==> config.mk <==
export PLATFORM = sky130hd
export DESIGN_NAME = mem_bus_fabric_flat
export DESIGN_NICKNAME = d
export VERILOG_FILES = /design/src/rtl/mem_bus_pkg.sv /design/src/rtl/mem_bus_fabric_if.sv /design/src/rtl/mem_bus_addr_decode.sv /design/src/rtl/mem_bus_fabric.sv /design/src/flat_wrapper.sv
export SDC_FILE = /design/constraint.sdc
export NUM_CORES = 1
export LEC_CHECK = 0
export CAP_MARGIN = 20
export CORE_AREA = 2 2 118 120
export CTS_CLUSTER_SIZE = 12
export DETAILED_ROUTE_END_ITERATION = 6
export DIE_AREA = 0 0 120 122
export GPL_TIMING_DRIVEN = 0
export PLACE_DENSITY = 0.77
export SLEW_MARGIN = 40
export SYNTH_ARGS = -nofsm -noshare
export SYNTH_HDL_FRONTEND = slang
export SYNTH_SLANG_ARGS = --single-unit
==> constraint.sdc <==
create_clock -name clk -period 3.75 [get_ports clk]
set_input_delay 0.375 -clock clk [delete_from_list [all_inputs] [get_ports clk]]
set_output_delay 0.375 -clock clk [all_outputs]
set_load 0.005 [all_outputs]
==> src/rtl/mem_bus_pkg.sv <==
// Shared definitions for the memory bus fabric.
//   state_e          - fabric FSM encoding (IDLE, ACCESS, RESP)
//   TO_CNT_W         - width of the slave-ack timeout counter
//   DEF_SLAVE_BASE   - default region bases, slave 0 in the low word
//                      (RAM 0, image ROM 256, peripherals 512, spare 768)
//   DEF_SLAVE_SIZE   - default region sizes in words
package mem_bus_pkg;

  typedef enum logic [1:0] {
    IDLE   = 2'd0,
    ACCESS = 2'd1,
    RESP   = 2'd2
  } state_e;

  localparam int TO_CNT_W     = 8;
  localparam int DEF_N_SLAVES = 4;
  localparam int DEF_ADDR_W   = 32;

  localparam logic [DEF_N_SLAVES*DEF_ADDR_W-1:0] DEF_SLAVE_BASE =
    {32'd768, 32'd512, 32'd256, 32'd0};
  localparam logic [DEF_N_SLAVES*DEF_ADDR_W-1:0] DEF_SLAVE_SIZE =
    {32'd256, 32'd256, 32'd256, 32'd256};

endpackage

==> src/rtl/mem_bus_fabric_if.sv <==
// Bus bundle between the processor data port, the fabric and the slaves.
//   cpu_*  - processor side request/response
//   slv_*  - shared slave side: one-hot select, offset, write data, and
//            per-slave packed read data / acknowledge
// Modports:
//   master - the fabric (drives responses to the CPU and the slave bus)
//   slave  - the surrounding environment (CPU and slaves)
interface mem_bus_fabric_if #(
  parameter int DATA_W   = 32,
  parameter int ADDR_W   = 32,
  parameter int N_SLAVES = 4
);
  logic                         cpu_req;
  logic                         cpu_we;
  logic [ADDR_W-1:0]            cpu_addr;
  logic [DATA_W-1:0]            cpu_wdata;
  logic [DATA_W-1:0]            cpu_rdata;
  logic                         cpu_ready;
  logic                         cpu_err;
  logic [N_SLAVES-1:0]          slv_sel;
  logic                         slv_we;
  logic [ADDR_W-1:0]            slv_addr;
  logic [DATA_W-1:0]            slv_wdata;
  logic [N_SLAVES*DATA_W-1:0]   slv_rdata;
  logic [N_SLAVES-1:0]          slv_ack;

  modport master (
    input  cpu_req, cpu_we, cpu_addr, cpu_wdata, slv_rdata, slv_ack,
    output cpu_rdata, cpu_ready, cpu_err, slv_sel, slv_we, slv_addr, slv_wdata
  );

  modport slave (
    output cpu_req, cpu_we, cpu_addr, cpu_wdata, slv_rdata, slv_ack,
    input  cpu_rdata, cpu_ready, cpu_err, slv_sel, slv_we, slv_addr, slv_wdata
  );
endinterface

==> src/rtl/mem_bus_addr_decode.sv <==
// Combinational region decoder.
//   addr   - word address from the processor
//   hit    - address falls inside at least one region
//   sel    - one-hot select of the lowest-index matching region
//   offset - addr minus the base of the selected region
module mem_bus_addr_decode
  import mem_bus_pkg::*;
#(
  parameter int ADDR_W   = DEF_ADDR_W,
  parameter int N_SLAVES = DEF_N_SLAVES,
  parameter logic [N_SLAVES*ADDR_W-1:0] SLAVE_BASE = DEF_SLAVE_BASE,
  parameter logic [N_SLAVES*ADDR_W-1:0] SLAVE_SIZE = DEF_SLAVE_SIZE
) (
  input  logic [ADDR_W-1:0]   addr,
  output logic                hit,
  output logic [N_SLAVES-1:0] sel,
  output logic [ADDR_W-1:0]   offset
);

  logic [ADDR_W:0] addr_x;
  assign addr_x = {1'b0, addr};

  // Scan from the top index down so the lowest matching index is the
  // last one written and therefore wins on overlap. The extra bit keeps
  // base+size from wrapping at the top of the address space.
  always_comb begin
    hit    = 1'b0;
    sel    = '0;
    offset = '0;
    for (int i = N_SLAVES - 1; i >= 0; i--) begin
      if ((addr_x >= {1'b0, SLAVE_BASE[i*ADDR_W +: ADDR_W]}) &&
          (addr_x <  ({1'b0, SLAVE_BASE[i*ADDR_W +: ADDR_W]} +
                      {1'b0, SLAVE_SIZE[i*ADDR_W +: ADDR_W]}))) begin
        hit    = 1'b1;
        sel    = N_SLAVES'(1) << i;
        offset = addr - SLAVE_BASE[i*ADDR_W +: ADDR_W];
      end
    end
  end

endmodule

==> src/rtl/mem_bus_fabric.sv <==
// Memory-mapped bus fabric: processor data port to N slave regions.
// Ports:
//   clk  - system clock, all state on the rising edge
//   rst  - synchronous active-high reset
//   bus  - mem_bus_fabric_if.master; CPU request/response plus the
//          registered slave select/offset/write data and per-slave
//          read data and acknowledge
//
// state  | meaning
// IDLE   | waiting for cpu_req; decode and launch or reject
// ACCESS | slave selected, waiting for its ack or the timeout
// RESP   | one-cycle cpu_ready with cpu_err valid
module mem_bus_fabric
  import mem_bus_pkg::*;
#(
  parameter int DATA_W   = 32,
  parameter int ADDR_W   = DEF_ADDR_W,
  parameter int N_SLAVES = DEF_N_SLAVES,
  parameter logic [N_SLAVES*ADDR_W-1:0] SLAVE_BASE = DEF_SLAVE_BASE,
  parameter logic [N_SLAVES*ADDR_W-1:0] SLAVE_SIZE = DEF_SLAVE_SIZE,
  parameter int TIMEOUT  = 15
) (
  input  logic              clk,
  input  logic              rst,
  mem_bus_fabric_if.master  bus
);

  localparam logic [1:0] ST_IDLE   = IDLE;
  localparam logic [1:0] ST_ACCESS = ACCESS;
  localparam logic [1:0] ST_RESP   = RESP;

  localparam logic [TO_CNT_W:0] TIMEOUT_CMP = (TO_CNT_W + 1)'(TIMEOUT);

  logic [1:0]          state_q,  state_d;
  logic [TO_CNT_W-1:0] to_cnt_q, to_cnt_d;
  logic [N_SLAVES-1:0] sel_q,    sel_d;
  logic                we_q,     we_d;
  logic [ADDR_W-1:0]   addr_q,   addr_d;
  logic [DATA_W-1:0]   wdata_q,  wdata_d;
  logic [DATA_W-1:0]   rdata_q,  rdata_d;
  logic                ready_q,  ready_d;
  logic                err_q,    err_d;

  logic                dec_hit;
  logic [N_SLAVES-1:0] dec_sel;
  logic [ADDR_W-1:0]   dec_offset;

  logic                ack_sel;
  logic [DATA_W-1:0]   rdata_mux;
  logic                to_expire;

  mem_bus_addr_decode #(
    .ADDR_W     (ADDR_W),
    .N_SLAVES   (N_SLAVES),
    .SLAVE_BASE (SLAVE_BASE),
    .SLAVE_SIZE (SLAVE_SIZE)
  ) u_decode (
    .addr   (bus.cpu_addr),
    .hit    (dec_hit),
    .sel    (dec_sel),
    .offset (dec_offset)
  );

  // Only the selected slave's ack and read data are visible; the select
  // is registered so this is an AND-OR over flops and inputs.
  assign ack_sel = |(bus.slv_ack & sel_q);

  always_comb begin
    rdata_mux = '0;
    for (int i = 0; i < N_SLAVES; i++) begin
      if (sel_q[i]) begin
        rdata_mux = rdata_mux | bus.slv_rdata[i*DATA_W +: DATA_W];
      end
    end
  end

  // Expires on the cycle the count would reach TIMEOUT.
  assign to_expire = (({1'b0, to_cnt_q} + 1'b1) == TIMEOUT_CMP);

  always_comb begin
    state_d  = state_q;
    to_cnt_d = to_cnt_q;
    sel_d    = sel_q;
    we_d     = we_q;
    addr_d   = addr_q;
    wdata_d  = wdata_q;
    rdata_d  = rdata_q;
    ready_d  = 1'b0;
    err_d    = 1'b0;

    case (state_q)
      ST_IDLE: begin
        to_cnt_d = '0;
        if (bus.cpu_req) begin
          if (dec_hit) begin
            sel_d   = dec_sel;
            we_d    = bus.cpu_we;
            addr_d  = dec_offset;
            wdata_d = bus.cpu_wdata;
            state_d = ST_ACCESS;
          end else begin
            ready_d = 1'b1;
            err_d   = 1'b1;
            state_d = ST_RESP;
          end
        end
      end

      ST_ACCESS: begin
        // Ack is checked first so it wins on the expiry cycle.
        if (ack_sel) begin
          if (!we_q) begin
            rdata_d = rdata_mux;
          end
          sel_d   = '0;
          ready_d = 1'b1;
          state_d = ST_RESP;
        end else if (to_expire) begin
          sel_d   = '0;
          ready_d = 1'b1;
          err_d   = 1'b1;
          state_d = ST_RESP;
        end else begin
          to_cnt_d = to_cnt_q + 1'b1;
        end
      end

      ST_RESP: begin
        state_d = ST_IDLE;
      end

      default: begin
        sel_d   = '0;
        state_d = ST_IDLE;
      end
    endcase
  end

  always_ff @(posedge clk) begin
    if (rst) begin
      state_q  <= ST_IDLE;
      to_cnt_q <= '0;
      sel_q    <= '0;
      we_q     <= 1'b0;
      addr_q   <= '0;
      wdata_q  <= '0;
      rdata_q  <= '0;
      ready_q  <= 1'b0;
      err_q    <= 1'b0;
    end else begin
      state_q  <= state_d;
      to_cnt_q <= to_cnt_d;
      sel_q    <= sel_d;
      we_q     <= we_d;
      addr_q   <= addr_d;
      wdata_q  <= wdata_d;
      rdata_q  <= rdata_d;
      ready_q  <= ready_d;
      err_q    <= err_d;
    end
  end

  assign bus.cpu_rdata = rdata_q;
  assign bus.cpu_ready = ready_q;
  assign bus.cpu_err   = err_q;
  assign bus.slv_sel   = sel_q;
  assign bus.slv_we    = we_q;
  assign bus.slv_addr  = addr_q;
  assign bus.slv_wdata = wdata_q;

endmodule

==> src/flat_wrapper.sv <==
// flat-port wrapper written by rule: the top's interface ports become plain ports
module mem_bus_fabric_flat import mem_bus_pkg::*;
#(
  parameter int DATA_W   = 32,
  parameter int ADDR_W   = DEF_ADDR_W,
  parameter int N_SLAVES = DEF_N_SLAVES,
  parameter logic [N_SLAVES*ADDR_W-1:0] SLAVE_BASE = DEF_SLAVE_BASE,
  parameter logic [N_SLAVES*ADDR_W-1:0] SLAVE_SIZE = DEF_SLAVE_SIZE,
  parameter int TIMEOUT  = 15
)
  (clk, rst, bus_cpu_req, bus_cpu_we, bus_cpu_addr, bus_cpu_wdata, bus_slv_rdata, bus_slv_ack, bus_cpu_rdata, bus_cpu_ready, bus_cpu_err, bus_slv_sel, bus_slv_we, bus_slv_addr, bus_slv_wdata);
  mem_bus_fabric_if #(.DATA_W(DATA_W), .ADDR_W(ADDR_W), .N_SLAVES(N_SLAVES)) bus_i ();
  input  logic clk;
  input  logic rst;
  input wire logic [$bits(bus_i.cpu_req)-1:0] bus_cpu_req;
  input wire logic [$bits(bus_i.cpu_we)-1:0] bus_cpu_we;
  input wire logic [$bits(bus_i.cpu_addr)-1:0] bus_cpu_addr;
  input wire logic [$bits(bus_i.cpu_wdata)-1:0] bus_cpu_wdata;
  input wire logic [$bits(bus_i.slv_rdata)-1:0] bus_slv_rdata;
  input wire logic [$bits(bus_i.slv_ack)-1:0] bus_slv_ack;
  output wire logic [$bits(bus_i.cpu_rdata)-1:0] bus_cpu_rdata;
  output wire logic [$bits(bus_i.cpu_ready)-1:0] bus_cpu_ready;
  output wire logic [$bits(bus_i.cpu_err)-1:0] bus_cpu_err;
  output wire logic [$bits(bus_i.slv_sel)-1:0] bus_slv_sel;
  output wire logic [$bits(bus_i.slv_we)-1:0] bus_slv_we;
  output wire logic [$bits(bus_i.slv_addr)-1:0] bus_slv_addr;
  output wire logic [$bits(bus_i.slv_wdata)-1:0] bus_slv_wdata;
  assign bus_i.cpu_req = bus_cpu_req;
  assign bus_i.cpu_we = bus_cpu_we;
  assign bus_i.cpu_addr = bus_cpu_addr;
  assign bus_i.cpu_wdata = bus_cpu_wdata;
  assign bus_i.slv_rdata = bus_slv_rdata;
  assign bus_i.slv_ack = bus_slv_ack;
  assign bus_cpu_rdata = bus_i.cpu_rdata;
  assign bus_cpu_ready = bus_i.cpu_ready;
  assign bus_cpu_err = bus_i.cpu_err;
  assign bus_slv_sel = bus_i.slv_sel;
  assign bus_slv_we = bus_i.slv_we;
  assign bus_slv_addr = bus_i.slv_addr;
  assign bus_slv_wdata = bus_i.slv_wdata;
  mem_bus_fabric #(.DATA_W(DATA_W), .ADDR_W(ADDR_W), .N_SLAVES(N_SLAVES), .SLAVE_BASE(SLAVE_BASE), .SLAVE_SIZE(SLAVE_SIZE), .TIMEOUT(TIMEOUT)) u_core (.clk(clk), .rst(rst), .bus(bus_i));
endmodule
==> metrics.md, run 1 <==
| Metric | Value |
|---|---|
| Post-CTS sizing | 0 |
| Number of synthesized register bits | 113 |
| CTS tree | done |
| Gpl congestion | 0.876 |
| Buffers and inverters on the worst path | 3 |
| Initial DRC count | 329 |
| Final setup viols | 0 |
| DP HPWL | 15300 um |
| Antenna-violating nets left | 0 |
| Yosys top cell by area | dfxtp_1 |
| Distinct cells, synth | 47 |
| Crit path kind | in2reg |
| Setup slack after layout | 1290 ps |
| Worst clock skew | 5.93 ps |
| Syn Std Cell Area | 0.00503 mm^2 |
| Clock latency on the worst-skew pair | 420 ps |
| I/O Pins | 303 |
| Setup TNS | 0 ps |
| Worst R2R Path Depth | 6 |
| CTS Buffer Depth | 2 |
| Crit-path slowest cell | nor4_1 |
| Slew headroom | 52.0% |
| Post-Place Cell Area | 0.00827 mm^2 |
| VDD IR max | 290 uV |
| # nets final | 1119 |
| Synth-to-Final Area Change | 76.3% |
| Global-route wire length before repair | 29400 um |
| DR DRC count | 0 |
| Cell area after layout | 0.00887 mm^2 |
| Initial antenna violation count | 1 |
| Period utilization | 65.7% |
| Die Y | 122 um |
| Final Util | 65.7% |
| Synthesis Warnings | 0 |
| Die width | 120 um |
| Crit-path max FO | 10 |
| Rows | 43 |
| Family with the most delay on the worst path | simple AND/OR/NAND/NOR gates |
| CP Depth | 8 |
| GRT overflow | 0 |
| Highest clock rate | 406 MHz |
| Yosys top cell area share | 45.0% |
| Syn Inst Count | 591 |
| Post-synthesis sequential area ratio | 45.0% |
| Post-CTS Setup Repair Bufs | 0 |
| Maximum capacitance violations | 0 |
| Hold Crit Class | reg2reg |
| Pleak | 3.05 nW |
| Crit path DAT | 2740 ps |
| CP dominant cell by count | clkbuf_1 |
| Cell Chain, Critical Path | clkdlybuf4s50_1, nor4_1, and4_1, clkbuf_1, nand4_1, clkbuf_1, nand2_1, a21oi_1 |
| Pre-CTS WS | 860 ps |
| Mean post-synth cell area | 8.51 um^2 |
| Die ar. | 0.0146 mm^2 |
| Pins Over Slew Limit | 0 |
| Outcome | completed |
| Unrepaired setup endpoints after global routing | no |
| CP max stage delay | 430 ps |
| Hold buffers post-CTS | 0 |
| PD cells | 351 mW/mm^2 |
| Critical path startpoint category | primary input |
| Avg WL per Cell | 17.8 um |
| H-tree Lvls | 4 |
| Share of cells above drive strength 1 | 5.63% |
| Drt first pass iters | 5 |
| CTS clock-pin slew for the worst setup and hold paths | 50 ps |
| Number of clock sinks | 113 |
| Final wirelength | 19700 um |
| Synth top area cells | dfxtp_1, a22oi_1, nand2_1, a311oi_1, a21oi_1 |
| WP data required | 4030 ps |
| Least-Margin Pin Slew | 719 ps |
| Hold Vio Cnt, Final | 0 |
| Crit end category | flop |
| Mapped Nets | 799 |
| Starting Density | 37.3% |
| Vias/cell | 5.19 |
| Largest net degree at the start of global routing | 17 |
| Port bufs | 301 |
| Crit path time final | 2460 ps |
| Hold Path Cell Cnt | 2 |
| Core ar. | 0.0135 mm^2 |
| CTS Root Cell | clkbuf_16 |
| Vias in the first global route | 5492 |
| Gr usage total | 26.3% |
| Via count | 5732 |
| TritonCTS buffer count | 17 |
## layout by cell type, fill, tap and decap left out, types with 3 or more instances in the layout
cell,n
dfxtp_1,113
o211a_1,3
and4_1,4
and2_1,12
ha_1,8
nand2_1,120
a21oi_1,50
mux2i_1,4
nand4_1,6
nand3_1,6
nor2_1,43
bufinv_16,3
buf_4,5
buf_2,7
inv_1,12
clkinv_2,4
nor3b_1,3
o21ai_0,7
nor3_1,7
clkbuf_1,38
o211ai_1,3
a22oi_1,66
a311oi_1,33
xnor2_1,3
clkdlybuf4s50_1,301
clkbuf_16,17
and3_1,5
nor4_1,5
## per-layer routing
layer	vias to the layer above	GRT usage [%]	wire, um
met2	276	46.1	9940
li1	2801	-	-
met3	31	10.2	1950
met5	-	0	0
met4	0	11.8	477
met1	2624	28.2	7340
## cells in the mapped netlist (all sizes together)
master and number:
mux2 1, a31oi 2, o211a 4, dfxtp 113
a22oi 68, o22ai 1, nor4b 1, buf 14
mux2i 4, o32ai 2, nor3b 3, a2111oi 1
clkbuf 35, and2 12, o41a 1, nor4 5
a21oi 50, nor2 44, a311oi 33, o21a 1
ha 8, and3 5, nor2b 1, nor3 7
and4 4, xnor2 3, o21ai 8, or4 3
a41o 1, a211oi 2, inv 12, nand2b 1
nand2 120, nand4 7, o211ai 4, o2111ai 2
nand3 6, a41oi 2
## layout make-up
type	count	area, um^2
diodes	1	2.50
multi-input cells	417	2500
plain buffers	49	226
inverters	12	45.0
clock buffers	22	464
clock inverters	10	134
flip-flops and latches	113	2260
fillers	1200	4630
repair buffers	301	3010
well taps	180	225
## through the flow
| step | instances | power (mW) | hold WS [ps] |
|---|---|---|---|
| after floorplan | 591 | 1.27 | 435 |
| after global placement | 1072 | 1.50 | 424 |
| after detailed placement | 1072 | 1.50 | 433 |
| after CTS | 1104 | 3.13 | 442 |
| after global routing | 1105 | 3.21 | 458 |
| final | 1105 | 3.11 | 437 |
## report_power, final
group / switching, mW / leakage [nW] / internal (mW)
clock: 0.555 / 0.290 / 1.07
sequential: 0.000365 / 0.910 / 1.20
combinational: 0.0809 / 1.85 / 0.196
## kinds of logic after synthesis
logic type	share of synthesized area, %
simple gates	19.6
flops	45.0
mux	1.02
fa+ha+maj	1.99
compound gates	26.5
xor+xnor	0.522
buf+inv	5.40
## path summary, 6_finish.rpt
path                                                               to                                 start  slack, ps
worst max register to register  u_core.bus.cpu_rdata[30]$_SDFFE_PP0P_    u_core.bus.slv_sel[1]$_SDFFE_PP0P_       1600
worst min-delay path             u_core.bus.slv_addr[23]$_SDFFE_PP0P_  u_core.bus.slv_addr[23]$_SDFFE_PP0P_        440
worst min register to register   u_core.bus.slv_addr[23]$_SDFFE_PP0P_  u_core.bus.slv_addr[23]$_SDFFE_PP0P_        440
worst max-delay path             u_core.bus.slv_wdata[6]$_SDFFE_PP0P_                      bus_cpu_addr[14]       1290
## worst reg2reg max path: cells and delay by family, from the launching register on
family                 cells  cell delay, ps
AND/OR/NAND/NOR            1              70
AO/OA/AOI/OAI              3            1100
buffers and inverters      2             560
flip-flops                 1             320
## registers in the layout, summed over array words and instances, names as in the netlist
name and cells:
u_core.bus.cpu_err 1, u_core.bus.cpu_rdata 32, u_core.bus.cpu_ready 1, u_core.bus.slv_addr 32
u_core.bus.slv_sel 4, u_core.bus.slv_wdata 32, u_core.bus.slv_we 1, u_core.state_q 2
u_core.to_cnt_q 8
(Power assumes the default switching activity.)
==> inputs of run 2 (changes only) <==
- CORE_AREA: 2 2 118 120 -> not set
- CORE_MARGIN: not set -> 1.5
- CORE_UTILIZATION: not set -> 34
- DIE_AREA: 0 0 120 122 -> not set
- PLACE_DENSITY: 0.77 -> 0.73
- clock period: 3.75 -> 2 ns (I/O delays scaled with it)
==> metrics.md, run 2 (synthesis results as in run 1) <==
| Metric | Value |
|---|---|
| Critical path startpoint category | flop |
| Hold Crit Class | in2reg |
| Outcome | completed |
| Maximum capacitance violations | 0 (unchanged) |
| Slew headroom | 59.0% (+6.9 points) |
| Worst clock skew | 11.0 ps (+5.10 ps) |
| Synth-to-Final Area Change | 78.7% |
| PD cells | 646 mW/mm^2 (+84%) |
| CTS Root Cell | clkbuf_16 |
| Pre-CTS WS | -681 ps (-1540 ps) |
| Global-route wire length before repair | 30800 um (+4.6%) |
| Pins Over Slew Limit | 0 (unchanged) |
| Die ar. | 0.0155 mm^2 (+6.1%) |
| WP data required | 2320 ps (-1710 ps) |
| Drt first pass iters | 5 (unchanged) |
| Final Util | 62.1% (-3.6 points) |
| Crit-path max FO | 7 (-3) |
| Rows | 44 (+2.3%) |
| # nets final | 1124 (+0.45%) |
| Gpl congestion | 0.840 (-4.2%) |
| Final wirelength | 19900 um (+1.2%) |
| Initial DRC count | 268 (-19%) |
| Vias/cell | 5.14 (-0.91%) |
| CTS clock-pin slew for the worst setup and hold paths | 50 ps (about the same) |
| CTS tree | done |
| Share of cells above drive strength 1 | 8.07% (+2.4 points) |
| Largest net degree at the start of global routing | 17 (unchanged) |
| Pleak | 3.10 nW (+1.7%) |
| Clock latency on the worst-skew pair | 410 ps (about the same) |
| Post-Place Cell Area | 0.00827 mm^2 (about the same) |
| Die Y | 125 um (+2.2%) |
| Cell area after layout | 0.00899 mm^2 (+1.4%) |
| Setup slack after layout | 93.9 ps (-1190 ps) |
| Crit path time final | 1910 ps |
| Die width | 125 um (+3.9%) |
| H-tree Lvls | 4 (unchanged) |
| Via count | 5731 (-0.017%) |
| Least-Margin Pin Slew | 615 ps (-104 ps) |
| TritonCTS buffer count | 17 (unchanged) |
| Period utilization | 95.3% |
| Avg WL per Cell | 17.9 um (+0.25%) |
| DR DRC count | 0 (unchanged) |
| Starting Density | 34.7% (-2.5 points) |
| Vias in the first global route | 5649 (+2.9%) |
| Hold buffers post-CTS | 0 (unchanged) |
| Crit path DAT | 2220 ps (-520 ps) |
| Port bufs | 301 (unchanged) |
| Core ar. | 0.0145 mm^2 (+7.2%) |
| Commonest non-fill, non-tap cell in the layout | clkdlybuf4s50_1 |
| Crit path kind | reg2reg |
| CTS Buffer Depth | 2 (unchanged) |
| Initial antenna violation count | 2 (+1) |
| Final Total Pwr | 5.81 mW (+87%) |
| Most frequent cells in the layout | clkdlybuf4s50_1, nand2_1, dfxtp_1 |
| DP HPWL | 15200 um (-0.81%) |
| VDD IR max | 573 uV (+97%) |
| Final setup viols | 0 (unchanged) |
| GRT overflow | 0 (unchanged) |
| Number of clock sinks | 113 (unchanged) |
| Antenna-violating nets left | 0 (unchanged) |
| I/O Pins | 303 (unchanged) |
| Hold Vio Cnt, Final | 0 (unchanged) |
| Highest clock rate | 525 MHz |
| Crit end category | flop |
| Gr usage total | 25.3% (-1.1 points) |
[run 2: changes by cell type in the layout (fill, tap and decap cells not counted), moves of 2 or more]
cell             delta
clkbuf_4            +3
ha_2                +2
dlymetal6s2s_1      +2
clkbuf_2            +4
nor4_1              -2
nor4_2              +2
ha_1                -2
clkdlybuf4s50_1     -2
clkbuf_8            +2
buf_2               -3
clkbuf_1            -8
buf_4               +7
[run 2: what timing repair did]
action	in CTS	in global routing
gates resized for setup	5	27
pin swaps	4	1
endpoints found under the setup margin	93	94
hold endpoints to repair	0	0
setup buffers	5	1
[run 2: area by class of cell]
class | count | area, um^2
tap | 184 | 230
multi-input combinational | 417 | 2550
timing repair buffer | 307 | 3060
clock buffer | 22 | 484
inverter | 12 | 47.5
sequential | 113 | 2260
fill | 1332 | 5490
clock inverter | 10 | 108
buffer | 48 | 239
antenna | 2 | 5.00
[run 2: worst paths after layout]
check                                       start                              endpoint  slack (ps)  cells after the start
min                               bus_cpu_addr[9]    u_core.bus.slv_sel[3]$_SDFFE_PP0P_         260                      3
max reg2reg    u_core.bus.slv_sel[3]$_SDFFE_PP0P_    u_core.bus.slv_sel[2]$_SDFFE_PP0P_          90                      6
min reg2reg  u_core.bus.slv_addr[15]$_SDFFE_PP0P_  u_core.bus.slv_addr[15]$_SDFFE_PP0P_         440                      2
max            u_core.bus.slv_sel[3]$_SDFFE_PP0P_    u_core.bus.slv_sel[2]$_SDFFE_PP0P_          90                      6
[run 2: critical path, stage by stage (launching register included)]
cell	delay, ps
dfxtp_1	320
clkbuf_4	180
a22oi_4	270
nand4_4	200
or4_4	470
o211ai_2	100
mux2i_1	270
[run 2: per-stage QoR]
stage / std cells / setup TNS (ps) / hold WS, ps
5_1_grt: 1115 / -29.3 / 265
4_1_cts: 1113 / 0 / 322
6_report: 1115 / 0 / 260
3_3_place_gp: 1076 / -51790 / 426
3_5_place_dp: 1076 / -49260 / 434
2_1_floorplan: 591 / 0 / 336
[run 2: power breakdown]
| part | switching (mW) | total [mW] | internal (mW) |
|---|---|---|---|
| sequential | 0.000766 | 2.26 | 2.26 |
| clock | 1.07 | 3.02 | 1.95 |
| combinational | 0.159 | 0.528 | 0.369 |
[run 2: per-layer routing]
metal	vias up	track usage, %	wire length [um]
li1	2810	-	-
met1	2636	27.9	7730
met2	257	44.3	9860
met3	28	9.54	1850
met4	0	8.86	492
met5	-	0	0
